[config.mk]
export PLATFORM = sky130hd
export DESIGN_NAME = sipo_rx
export DESIGN_NICKNAME = d
export VERILOG_FILES = /design/src/rtl/sipo_pkg.sv /design/src/rtl/sipo_shreg.sv /design/src/rtl/sipo_rx.sv
export SDC_FILE = /design/constraint.sdc
export NUM_CORES = 1
export LEC_CHECK = 0
export CORE_MARGIN = 5
export CORE_UTILIZATION = 42
export DETAILED_ROUTE_END_ITERATION = 8
export GPL_ROUTABILITY_DRIVEN = 0
export PLACE_DENSITY = 0.75
export SLEW_MARGIN = 10
export SYNTH_ARGS = -nofsm -noshare
export SYNTH_HDL_FRONTEND = slang
export SYNTH_HIERARCHICAL = 1
export SYNTH_SLANG_ARGS = --single-unit
[constraint.sdc]
create_clock -name clk -period 1.1 [get_ports clk]
set_input_delay 0.11 -clock clk [delete_from_list [all_inputs] [get_ports clk]]
set_output_delay 0.11 -clock clk [all_outputs]
set_load 0.1 [all_outputs]
[src/rtl/sipo_pkg.sv]
// Shared definitions for the serial-to-parallel receiver.
//   state_t             : receiver FSM states (IDLE waits for sync, SHIFT collects bits)
//   SIPO_WIDTH_DEFAULT  : default number of bits per serial word
package sipo_pkg;

    typedef enum logic {
        IDLE  = 1'b0,
        SHIFT = 1'b1
    } state_t;

    localparam int SIPO_WIDTH_DEFAULT = 4;

endpackage

[src/rtl/sipo_shreg.sv]
// Shift register with selectable bit order for the serial receiver.
// Ports:
//   clk, rst_n : clock, asynchronous active-low reset
//   clear      : empty the register (start of a new frame)
//   shift_en   : take si into the register this cycle
//   si         : serial data bit
//   word       : register contents with the current si already shifted in,
//                so the caller can capture a complete word on the last bit's edge
// WIDTH must be at least 2.
module sipo_shreg
    import sipo_pkg::*;
#(
    parameter int WIDTH     = SIPO_WIDTH_DEFAULT,
    parameter int MSB_FIRST = 1
) (
    input  logic             clk,
    input  logic             rst_n,
    input  logic             clear,
    input  logic             shift_en,
    input  logic             si,
    output logic [WIDTH-1:0] word
);

    logic [WIDTH-1:0] data_q;
    logic [WIDTH-1:0] data_d;
    logic [WIDTH-1:0] shifted;

    // MSB-first shifts left so the earliest bit ends in the top position;
    // LSB-first shifts right so the earliest bit ends in bit 0.
    always_comb begin
        if (MSB_FIRST != 0) begin
            shifted = {data_q[WIDTH-2:0], si};
        end else begin
            shifted = {si, data_q[WIDTH-1:1]};
        end
    end

    always_comb begin
        data_d = data_q;
        if (clear) begin
            data_d = '0;
        end else if (shift_en) begin
            data_d = shifted;
        end
    end

    always_ff @(posedge clk or negedge rst_n) begin
        if (!rst_n) begin
            data_q <= '0;
        end else begin
            data_q <= data_d;
        end
    end

    assign word = shifted;

endmodule

[src/rtl/sipo_rx.sv]
// Serial-in / parallel-out receiver with valid/ready handoff and sticky overrun.
// Ports:
//   clk, rst_n : clock, asynchronous active-low reset
//   sync       : frame-start strobe, one cycle before the first data bit
//   si         : serial data, one bit per cycle while busy
//   ready      : consumer accepts q when high together with valid
//   clr_ovr    : clears the sticky overrun flag
//   q          : last completed parallel word
//   valid      : q holds a word not yet consumed
//   busy       : a frame is being collected
//   overrun    : a completed word replaced one that was never consumed
module sipo_rx
    import sipo_pkg::*;
#(
    parameter int WIDTH     = SIPO_WIDTH_DEFAULT,
    parameter int MSB_FIRST = 1
) (
    input  logic             clk,
    input  logic             rst_n,
    input  logic             sync,
    input  logic             si,
    input  logic             ready,
    input  logic             clr_ovr,
    output logic [WIDTH-1:0] q,
    output logic             valid,
    output logic             busy,
    output logic             overrun
);

    localparam int CW = $clog2(WIDTH + 1);

    state_t           state_q;
    state_t           state_d;
    logic [CW-1:0]    cnt_q;
    logic [CW-1:0]    cnt_d;
    logic [WIDTH-1:0] q_q;
    logic [WIDTH-1:0] q_d;
    logic             valid_q;
    logic             valid_d;
    logic             overrun_q;
    logic             overrun_d;
    logic             shift_en;
    logic             last_bit;
    logic [WIDTH-1:0] word;

    // A sync always wins over shifting: it discards any partial word and the
    // si present in that cycle is not part of the new frame.
    assign shift_en = (state_q == SHIFT) && !sync;
    assign last_bit = shift_en && (cnt_q == CW'(WIDTH - 1));

    sipo_shreg #(
        .WIDTH     (WIDTH),
        .MSB_FIRST (MSB_FIRST)
    ) u_shreg (
        .clk      (clk),
        .rst_n    (rst_n),
        .clear    (sync),
        .shift_en (shift_en),
        .si       (si),
        .word     (word)
    );

    always_ff @(posedge clk or negedge rst_n) begin
        if (!rst_n) begin
            state_q <= IDLE;
        end else begin
            state_q <= state_d;
        end
    end

    always_comb begin
        state_d = state_q;
        case (state_q)
            IDLE: begin
                if (sync) begin
                    state_d = SHIFT;
                end
            end
            SHIFT: begin
                if (last_bit) begin
                    state_d = IDLE;
                end
            end
            default: state_d = IDLE;
        endcase
    end

    always_comb begin
        busy = (state_q == SHIFT);
    end

    // Completion takes priority over consumption so a word finishing on the
    // same edge it is consumed keeps valid asserted with the new data.
    // A new overrun takes priority over clr_ovr.
    always_comb begin
        cnt_d     = cnt_q;
        q_d       = q_q;
        valid_d   = valid_q;
        overrun_d = overrun_q;
        if (sync) begin
            cnt_d = '0;
        end else if (shift_en) begin
            cnt_d = last_bit ? '0 : cnt_q + CW'(1);
        end
        if (clr_ovr) begin
            overrun_d = 1'b0;
        end
        if (last_bit) begin
            q_d     = word;
            valid_d = 1'b1;
            if (valid_q && !ready) begin
                overrun_d = 1'b1;
            end
        end else if (valid_q && ready) begin
            valid_d = 1'b0;
        end
    end

    always_ff @(posedge clk or negedge rst_n) begin
        if (!rst_n) begin
            cnt_q     <= '0;
            q_q       <= '0;
            valid_q   <= 1'b0;
            overrun_q <= 1'b0;
        end else begin
            cnt_q     <= cnt_d;
            q_q       <= q_d;
            valid_q   <= valid_d;
            overrun_q <= overrun_d;
        end
    end

    assign q       = q_q;
    assign valid   = valid_q;
    assign overrun = overrun_q;

endmodule

==> impl_metrics.ini <==
[status]
status = finished with violations
failed_checks = negative setup slack

[yosys]
ys_seq_area_share_pct = 56.4
netlist_instances = 42
ys_types = 17
avgSynthCellArea_um2 = 13.7
ys_seq_elements = 13
syn_nets = 49
yosys_warnings = 6
syn_area_um2 = 577

[grt]
grt_usage_pct = 12.1
antenna_found_initial = 0
grt_pass1_wl_um = 1790
first_global_vias = 383
grt_overflow = 0
grt_max_degree = 14

[final_layout]
area_growth_pct = 60.7
regArea_um2 = 332
diodes = 0
multiInputGateArea_um2 = 270
layout-drive-gt1-share_pct = 53.8
final_cells = 80
fill_cells = 97
layout.nets = 73

[placement]
pre_cts_ws_ns = -0.260
io_buffers = 12
placedCellCount = 73
dp_hpwl_um = 838

[setup_path]
path_buf_inv = 0
cp_max_fo = 4
cp-start-kind = flop
crit_path_cell_trace = ha_4, and4bb_4, mux2_4
required_ns = 1.26
critPathKind = reg2reg
cp_slowest_cell = dfrtp_1
cpPeakStageDelay_ns = 0.40
end_kind = flop
cp.arrival_ns = 1.44
cp_top_family = flip-flops

[floorplanning]
rows = 13
die_h_um = 47.1
initial_core_util_pct = 44.3
core_um2 = 1300
dieArea_um2 = 2210
die_width_um = 47.1
num_io_pins = 13

[power]
powerDensity_nw_per_um2 = 2100
p_leak_uw = 0.000415
ir_worst_vdd_v = 0.00160

[cts]
htreeDepth = 1
root_buffer = clkbuf_4
cts_tree = built
insertion_delay_ns = 0.28
cts_sinks = 13
holdBufCountCts = 0
clock_path_buffers = 2
clk_pin_slew_ns = 0.07
cts_buffers = 3

[timing]
tightest_slew_ns = 0.173
hold_viol = 0
clock_skew_ns = 0.00485
period_minus_slack_ns = 1.28
setup_ws_ns = -0.180
maxSlewViolCount = 0
rsz0062_at_grt = yes
setup_viol = 9
finalCritPeriodShare_pct = 116
fmax_mhz = 781
relSlewSlack_pct = 88.1

[drt]
wirelength_um = 1170
vias = 395
first_pass_iters = 4
routedWlPerCell_um = 14.7
ant_nets = 0
drc = 0
avgViaCountPerCell = 4.94
drt_iter0_drc = 4

[run]
cap_violations = 0

[hold_path]
min_path_type = in2async
==> worst reg2reg max path, cell delays in order, from the launching register on <==
cell,delay (ns)
dfrtp_1,0.40
ha_4,0.16
and4bb_4,0.30
mux2_4,0.31
==> where the power goes <==
| group | switching, uW | internal, uW | total [uW] | leakage, uW |
|---|---|---|---|---|
| Combinational | 566 | 437 | 1000 | 0.000232 |
| Clock | 148 | 141 | 289 | 0.0000150 |
| Sequential | 89.9 | 566 | 656 | 0.000168 |
==> placed cells by master (no fill, tap or decap), drive strengths merged <==
cell type      instances
nand2b                 2
a211oi                 1
nor2                   6
clkdlybuf4s50          5
nand2                  1
clkbuf                 4
and2b                  1
a21o                   1
nand4bb                1
buf                   16
dfrtp                 13
o22ai                  1
inv                    2
mux2i                  4
mux2                   4
and4bb                 1
a32o                   1
ha                     1
==> stage by stage <==
stage | TNS (ns) | hold WS [ns] | area [um^2] | util [%] | power (uW)
floorplan | -2.13 | -0.186 | 583 | - | 1220
global placement | -1.57 | 0.424 | 818 | 62.9 | 1570
detailed placement | -1.76 | 0.438 | 818 | 62.9 | 1580
CTS | -0.896 | 0.123 | 850 | 65.3 | 1880
global route | -1.22 | 0.137 | 927 | 71.3 | 2040
finish | -0.872 | 0.124 | 927 | 71.3 | 1950
==> worst paths after layout <==
check,from,endpoint,slack (ns),cells after the start
worst min-delay path,rst_n,u_shreg/data_q[0]$_DFFE_PN0P_,0.12,2
max in group asynchronous,rst_n,busy$_DFF_PN0_,0.80,2
worst min register to register,u_shreg/data_q[2]$_DFFE_PN0P_,q[3]$_DFFE_PN0P_,0.55,1
min in group clk,clr_ovr,overrun$_DFF_PN0_,0.43,2
worst max register to register,cnt_q[1]$_DFFE_PN0P_,q[1]$_DFFE_PN0P_,-0.18,3
worst max-delay path,cnt_q[1]$_DFFE_PN0P_,q[1]$_DFFE_PN0P_,-0.18,3
==> cell families (layout without fill, tap and decap cells) <==
family | count (synthesis) | count (layout) | synth area share [%]
buffers and inverters | 4 | 27 | 4.56
multiplexers | 8 | 8 | 17.4
adder cells (fa/ha/maj) | 1 | 1 | 2.17
AO/OA/AOI/OAI | 4 | 4 | 5.64
AND/OR/NAND/NOR | 12 | 12 | 13.9
flip-flops | 13 | 13 | 56.4
==> area by class of cell <==
cell class / count / area share (%)
flip-flops and latches: 13 / 35.8
repair buffers: 21 / 29.4
multi-input cells: 25 / 29.1
clock buffers: 4 / 2.83
well taps: 15 / 2.02
inverters: 2 / 0.810
==> cell usage after synthesis, drive strengths merged <==
cell	count	area, um^2
mux2	4	60.1
a21o	1	8.76
buf	2	18.8
nand4bb	1	16.3
dfrtp	13	325
mux2i	4	40.0
nand2b	2	12.5
a32o	1	10.0
inv	2	7.51
and2b	1	8.76
a211oi	1	7.51
and4bb	1	16.3
nand2	1	3.75
ha	1	12.5
nor2	6	22.5
o22ai	1	6.26
==> state kept, by name (all words and copies together), names as in the netlist <==
name	count
q	4
valid	1
busy	1
cnt_q	3
overrun	1
u_shreg/data_q	3
==> what timing repair did <==
| action | CTS | global route |
|---|---|---|
| setup buffers | 0 | 3 |
| pin swaps | 0 | 6 |
| endpoints found under the hold margin | 0 | 0 |
| setup endpoints to repair | 7 | 9 |
| resized for setup | 1 | 10 |
==> metal layers <==
layer	global-route usage [%]	vias up	share of wire, %
met5	0	-	0
met4	6.63	0	1.8
met3	6.13	5	7.9
met2	17.9	11	49
met1	14.1	190	41
li1	-	189	-
Power figures use the tool's default switching activity.
==> patch 1 (config.mk and constraints unchanged) <==
Make the reset (`rst_n`) synchronous in 3 clocked blocks. Comments in the files are not updated.
--- a/src/rtl/sipo_shreg.sv
+++ b/src/rtl/sipo_shreg.sv
@@ -46,3 +46,3 @@
 
-    always_ff @(posedge clk or negedge rst_n) begin
+    always_ff @(posedge clk) begin
         if (!rst_n) begin
--- a/src/rtl/sipo_rx.sv
+++ b/src/rtl/sipo_rx.sv
@@ -62,3 +62,3 @@
 
-    always_ff @(posedge clk or negedge rst_n) begin
+    always_ff @(posedge clk) begin
         if (!rst_n) begin
@@ -118,3 +118,3 @@
 
-    always_ff @(posedge clk or negedge rst_n) begin
+    always_ff @(posedge clk) begin
         if (!rst_n) begin
Function: differs if rst_n is asserted again (counterexample within 4 cycles, from zero or initial values and one cycle with rst_n low); with rst_n held inactive, the same outputs for 10 cycles.
==> patch 1 against the original RTL <==
- the run still ends with negative setup slack left
- sequential cell count stayed put
- critical endpoint is now cnt_q[2]
- area after synthesis is 4.3% lower
- cell area is 6.3% lower
- highest routed layer unchanged
- sequential share of layout area is 3.9 points lower
- count of clock-buffer cells in the layout stayed put
- routed wire length is 11% lower
- worst setup slack better by 0.062 ns
Power is not compared: it rests on default switching activity, and its combinational part moved more than twofold at a synthesized area within 25%.
==> patch 1: results (changes against the original RTL) <==
setup_path:
  cp_slowest_stage_delay_ns: 0.34  # was 0.40 ns
  rr_worst_depth: 4  # was 3
  r2r_start: "cnt_q[0]"  # was cnt_q[1]
  timing.rr.end: "cnt_q[2]"  # was q[1]
  cp_max_fo: 2  # was 4
  cp.arrival_ns: 1.42  # was 1.44 ns
  critPathSlowestCell: "dfxtp_2"  # was dfrtp_1
sta:
  hold_slack_ns: 0.385  # was 0.124 ns
  setup_ws_ns: -0.119  # was -0.180 ns
  worst_pin_slew_ns: 0.207  # was 0.173 ns
  skew_ns: 0.00549  # was 0.00485 ns
  finalSetupViolCount: 7  # was 9
  tns_ns: -0.527  # was -0.872 ns
routing:
  wl_per_cell_microns: 12.0  # was 14.7 microns
  vias: 419  # was 395
  route.met3.wl_microns: 43  # was 93 microns
  highest_layer: "met4"  # unchanged
  wl_met2_microns: 522  # was 581 microns
  wl_met1_microns: 470  # was 477 microns
global_route:
  grt_max_degree: 13  # was 14
  grt_use_total: 0.129  # was 0.121
  grt_pass1_wl_microns: 2010  # was 1790 microns
  grt_pass1_vias: 465  # was 383
clocking:
  numCtsBuffers: 3  # unchanged
  worstSkewPairLatency_ns: 0.27
synth:
  yosys-top-cells-area: "dfxtp_1, mux2i_1, nand2_1"  # was dfrtp_1, mux2_4, mux2i_1
  synthFlopType: "dfxtp_1"  # was dfrtp_1
  synth_cell_types: 15  # was 17
  netlist_top_cells_count: "dfxtp_1, nand2_1, mux2i_1"  # was dfrtp_1, nor2_1, mux2_4, mux2i_1
  yosysSeqAreaShare: 0.472  # was 0.564
  avgSynthCellArea_sq_um: 9.85  # was 13.7 sq um
  async_flop_share: 0  # was 1.00
worst_hold_path:
  hold_class: "in2reg"  # was in2async
finish:
  layout-drive-gt1-share: 0.389  # was 0.538
  nets: 81  # was 73
  fill_cells: 93  # was 97
  fin_cells: 87  # was 80
status:
  violations: "negative setup slack"  # unchanged
  status: "finished, violations left"  # unchanged
place:
  dp_cells: 82  # was 73
  placed_cell_area_sq_um: 815  # was 818 sq um
  dp_hpwl_microns: 815  # was 838 microns
[patch 1: kinds of logic (layout without fill, tap and decap cells)]
logic type	Yosys count	in the layout	synth area share
compound gates	5	5	0.0703
fa+ha+maj	2	2	0.0453
buf+inv	5	21	0.0476
flops	13	13	0.472
mux	8	8	0.145
simple gates	23	23	0.220
[patch 1: timing repair]
item / in CTS / in global routing
endpoints found under the setup margin: 7 / 9
setup buffers: 1 / 0
pin swaps: 1 / 1
resized for setup: 4 / 1
[patch 1: per-stage QoR]
stage                util  setup slack [ns]
finish              0.684            -0.119
detailed placement  0.642            -0.139
global placement    0.642            -0.106
floorplan               -            -0.103
global route        0.684            -0.168
CTS                 0.681            -0.124
[patch 1: critical path: cells and delay by family, from the launching register on]
family / cells / cell delay (ns)
simple gates: 1 / 0.34
compound gates: 1 / 0.13
flops: 1 / 0.34
fa+ha+maj: 2 / 0.35
[patch 1: per-layer routing]
metal / up-vias / track usage
li1: 217 / -
met1: 191 / 0.169
met2: 8 / 0.195
met3: 3 / 0.0508
met4: 0 / 0.0341
met5: - / 0
[patch 1: worst max-delay path by stage]
| stage | start | end | slack [ns] | cells past startpoint |
|---|---|---|---|---|
| floorplan | busy | u_shreg/data_q[0] | -0.10 | 4 |
| global placement | cnt_q[0] | cnt_q[2] | -0.11 | 4 |
| detailed placement | cnt_q[0] | cnt_q[2] | -0.14 | 4 |
| CTS | cnt_q[0] | cnt_q[2] | -0.12 | 4 |
| global route | cnt_q[0] | cnt_q[2] | -0.17 | 4 |
| finish | cnt_q[0] | cnt_q[2] | -0.12 | 4 |
[patch 1: area by class of cell]
class	count	area (sq um)	area share
multi-input cells	38	310	0.357
repair buffers	15	229	0.264
inverters	2	7.51	0.00865
flip-flops and latches	13	277	0.318
clock buffers	4	26.3	0.0303
well taps	15	18.8	0.0216
[patch 1: power by group through the flow]
stage                     sequential [W]  combinational [W]  clock (W)
final                           0.000483           0.000102   0.000280
after detailed placement        0.000494           0.000101          0
after CTS                       0.000484           0.000102   0.000294
after floorplan                 0.000506          0.0000453          0
after global placement          0.000493          0.0000990          0
after global routing            0.000485           0.000108   0.000322
==> patch 2 (config.mk and constraints unchanged) <==
Made on the original files. `SIPO_WIDTH_DEFAULT`: 4 -> 8.
--- a/src/rtl/sipo_pkg.sv
+++ b/src/rtl/sipo_pkg.sv
@@ -10,3 +10,3 @@
 
-    localparam int SIPO_WIDTH_DEFAULT = 4;
+    localparam int SIPO_WIDTH_DEFAULT = 8;
 
Ports: changed (resized q); port bits go from 13 to 17. The function was not compared with the original's and may differ.
==> patch 2 against the original RTL <==
- the run still ends with negative setup slack left
- combinational power down 75%
- total power down 24%
- area after synthesis up 59%
- worst setup slack worse by 0.24 ns
- routed wire length up 61%
- non-clock buffer count up 15
- hold slack better by 0.0074 ns
- count of clock-buffer cells in the layout unchanged
- cell area up 59%
- sequential cell count up 9
- critical endpoint is now q[0]
==> patch 2: results (changes against the original RTL) <==
synth:
  yosys_warnings: 6  # unchanged
  yosysSeqAreaShare: 0.599  # was 0.564
  synthFlopType: "dfrtp_1"  # unchanged
  synth_cell_types: 19  # was 17
  syn_nets: 76  # was 49
  netlist_top_cells_count: "dfrtp_1, nor2_1, mux2_2, mux2i_1"  # was dfrtp_1, nor2_1, mux2_4, mux2i_1
  syn_inst: 69  # was 42
  yosys-top-cells-area: "dfrtp_1, mux2_2, mux2i_1"  # was dfrtp_1, mux2_4, mux2i_1
  async_flop_share: 1.00  # unchanged
setup_path:
  critPathKind: "reg2reg"  # unchanged
  cp.arrival_ns: 1.72  # was 1.44 ns
  critPathSlowestCell: "dfrtp_1"  # unchanged
  crit_family: "flip-flops"  # unchanged
  r2r_start: "cnt_q[1]"  # unchanged
  timing.rr.end: "q[0]"  # was q[1]
  rr_worst_depth: 5  # was 3
  cp_slowest_stage_delay_ns: 0.42  # was 0.40 ns
  cp_max_fo: 4  # unchanged
routing:
  vias: 626  # was 395
  wl_per_cell_microns: 14.2  # was 14.7 microns
  drtIter0Drc: 7  # was 4
  routed_wl_microns: 1890  # was 1170 microns
  drt_first_pass_iters: 4  # unchanged
finish:
  largest_reg_flops: 8  # was 4
  nets: 113  # was 73
  n_antenna_cell: 0  # unchanged
  fill_cells: 155  # was 97
  layout-drive-gt1-share: 0.505  # was 0.538
  syn2layout_area_growth_pct: 60.4  # was 60.7%
clocking:
  clock_path_buffers: 2  # unchanged
  h-tree-depth: 1  # unchanged
  clkTransAtPathRegs_ns: 0.12  # was 0.07 ns
  worstSkewPairLatency_ns: 0.31  # was 0.28 ns
  numCtsBuffers: 3  # unchanged
  clockRootBuffer: "clkbuf_4"  # unchanged
sta:
  tns_ns: -4.83  # was -0.872 ns
  worst_pin_slew_ns: 0.281  # was 0.173 ns
  skew_ns: 0.00754  # was 0.00485 ns
  finalSetupViolCount: 17  # was 9
  hold_slack_ns: 0.131  # was 0.124 ns
  setup_ws_ns: -0.424  # was -0.180 ns
global_route:
  antenna_found_initial: 0  # unchanged
  grt_pass1_vias: 659  # was 383
  grt_max_degree: 23  # was 14
  grt_pass1_wl_microns: 2990  # was 1790 microns
  grt_use_total: 0.127  # was 0.121
pwr:
  ir_worst_vdd_mv: 0.736  # was 1.60 mV
  p_leak_nw: 0.722  # was 0.415 nW
place:
  pre_cts_slack_ns: -0.436  # was -0.260 ns
  placed_cell_area_sq_um: 1350  # was 818 sq um
  dp_cells: 123  # was 73
  dp_hpwl_microns: 1330  # was 838 microns
  io_buffers: 16  # was 12
worst_hold_path:
  hold_class: "in2async"  # unchanged
status:
  violations: "negative setup slack"  # unchanged
  status: "finished, violations left"  # unchanged
==> patch 2: what timing repair did <==
action                     4_1_cts  5_1_grt
setup buffers                    5        6
setup endpoints to repair       21       23
hold buffers                     0        0
pin swaps                        4       11
resized for setup                9        3
==> patch 2: per-layer routing <==
layer | wire, microns | global-route usage | vias to the layer above | share of wire
li1 | - | - | 304 | -
met1 | 762 | 0.136 | 295 | 0.40
met2 | 972 | 0.211 | 18 | 0.52
met3 | 82 | 0.0276 | 9 | 0.043
met4 | 68 | 0.106 | 0 | 0.036
met5 | 0 | 0 | - | 0
==> patch 2: worst register-to-register path: stages (launching register included) <==
cell	delay, ns
dfrtp_1	0.42
ha_4	0.16
nand3b_1	0.10
nor3b_2	0.24
buf_4	0.20
mux2_4	0.30
==> patch 2: final cells by class <==
cell class / count / share of cell area
Sequential cell: 22 / 0.376
Tap cell: 28 / 0.0237
Timing Repair Buffer: 36 / 0.306
Clock buffer: 4 / 0.0178
Inverter: 2 / 0.00509
Multi-Input combinational cell: 41 / 0.271
==> patch 2: kinds of logic (layout without fill, tap and decap cells) <==
| kind of cell | count (synthesis) | count (layout) | synth area share |
|---|---|---|---|
| muxes | 16 | 16 | 0.185 |
| and+or+nand+nor | 18 | 18 | 0.103 |
| DFF | 22 | 22 | 0.599 |
| adders and majority gates | 1 | 1 | 0.0136 |
| AOI/OAI and AO/OA | 5 | 5 | 0.0408 |
| xor gates and xnor gates | 1 | 1 | 0.00953 |
| buffers and inverters | 6 | 42 | 0.0490 |
==> patch 2: report_power, final <==
| part | total [W] | internal, W | switching, W |
|---|---|---|---|
| combinational | 0.000250 | 0.000126 | 0.000124 |
| clock | 0.000375 | 0.000142 | 0.000233 |
| sequential | 0.000851 | 0.000830 | 0.0000214 |
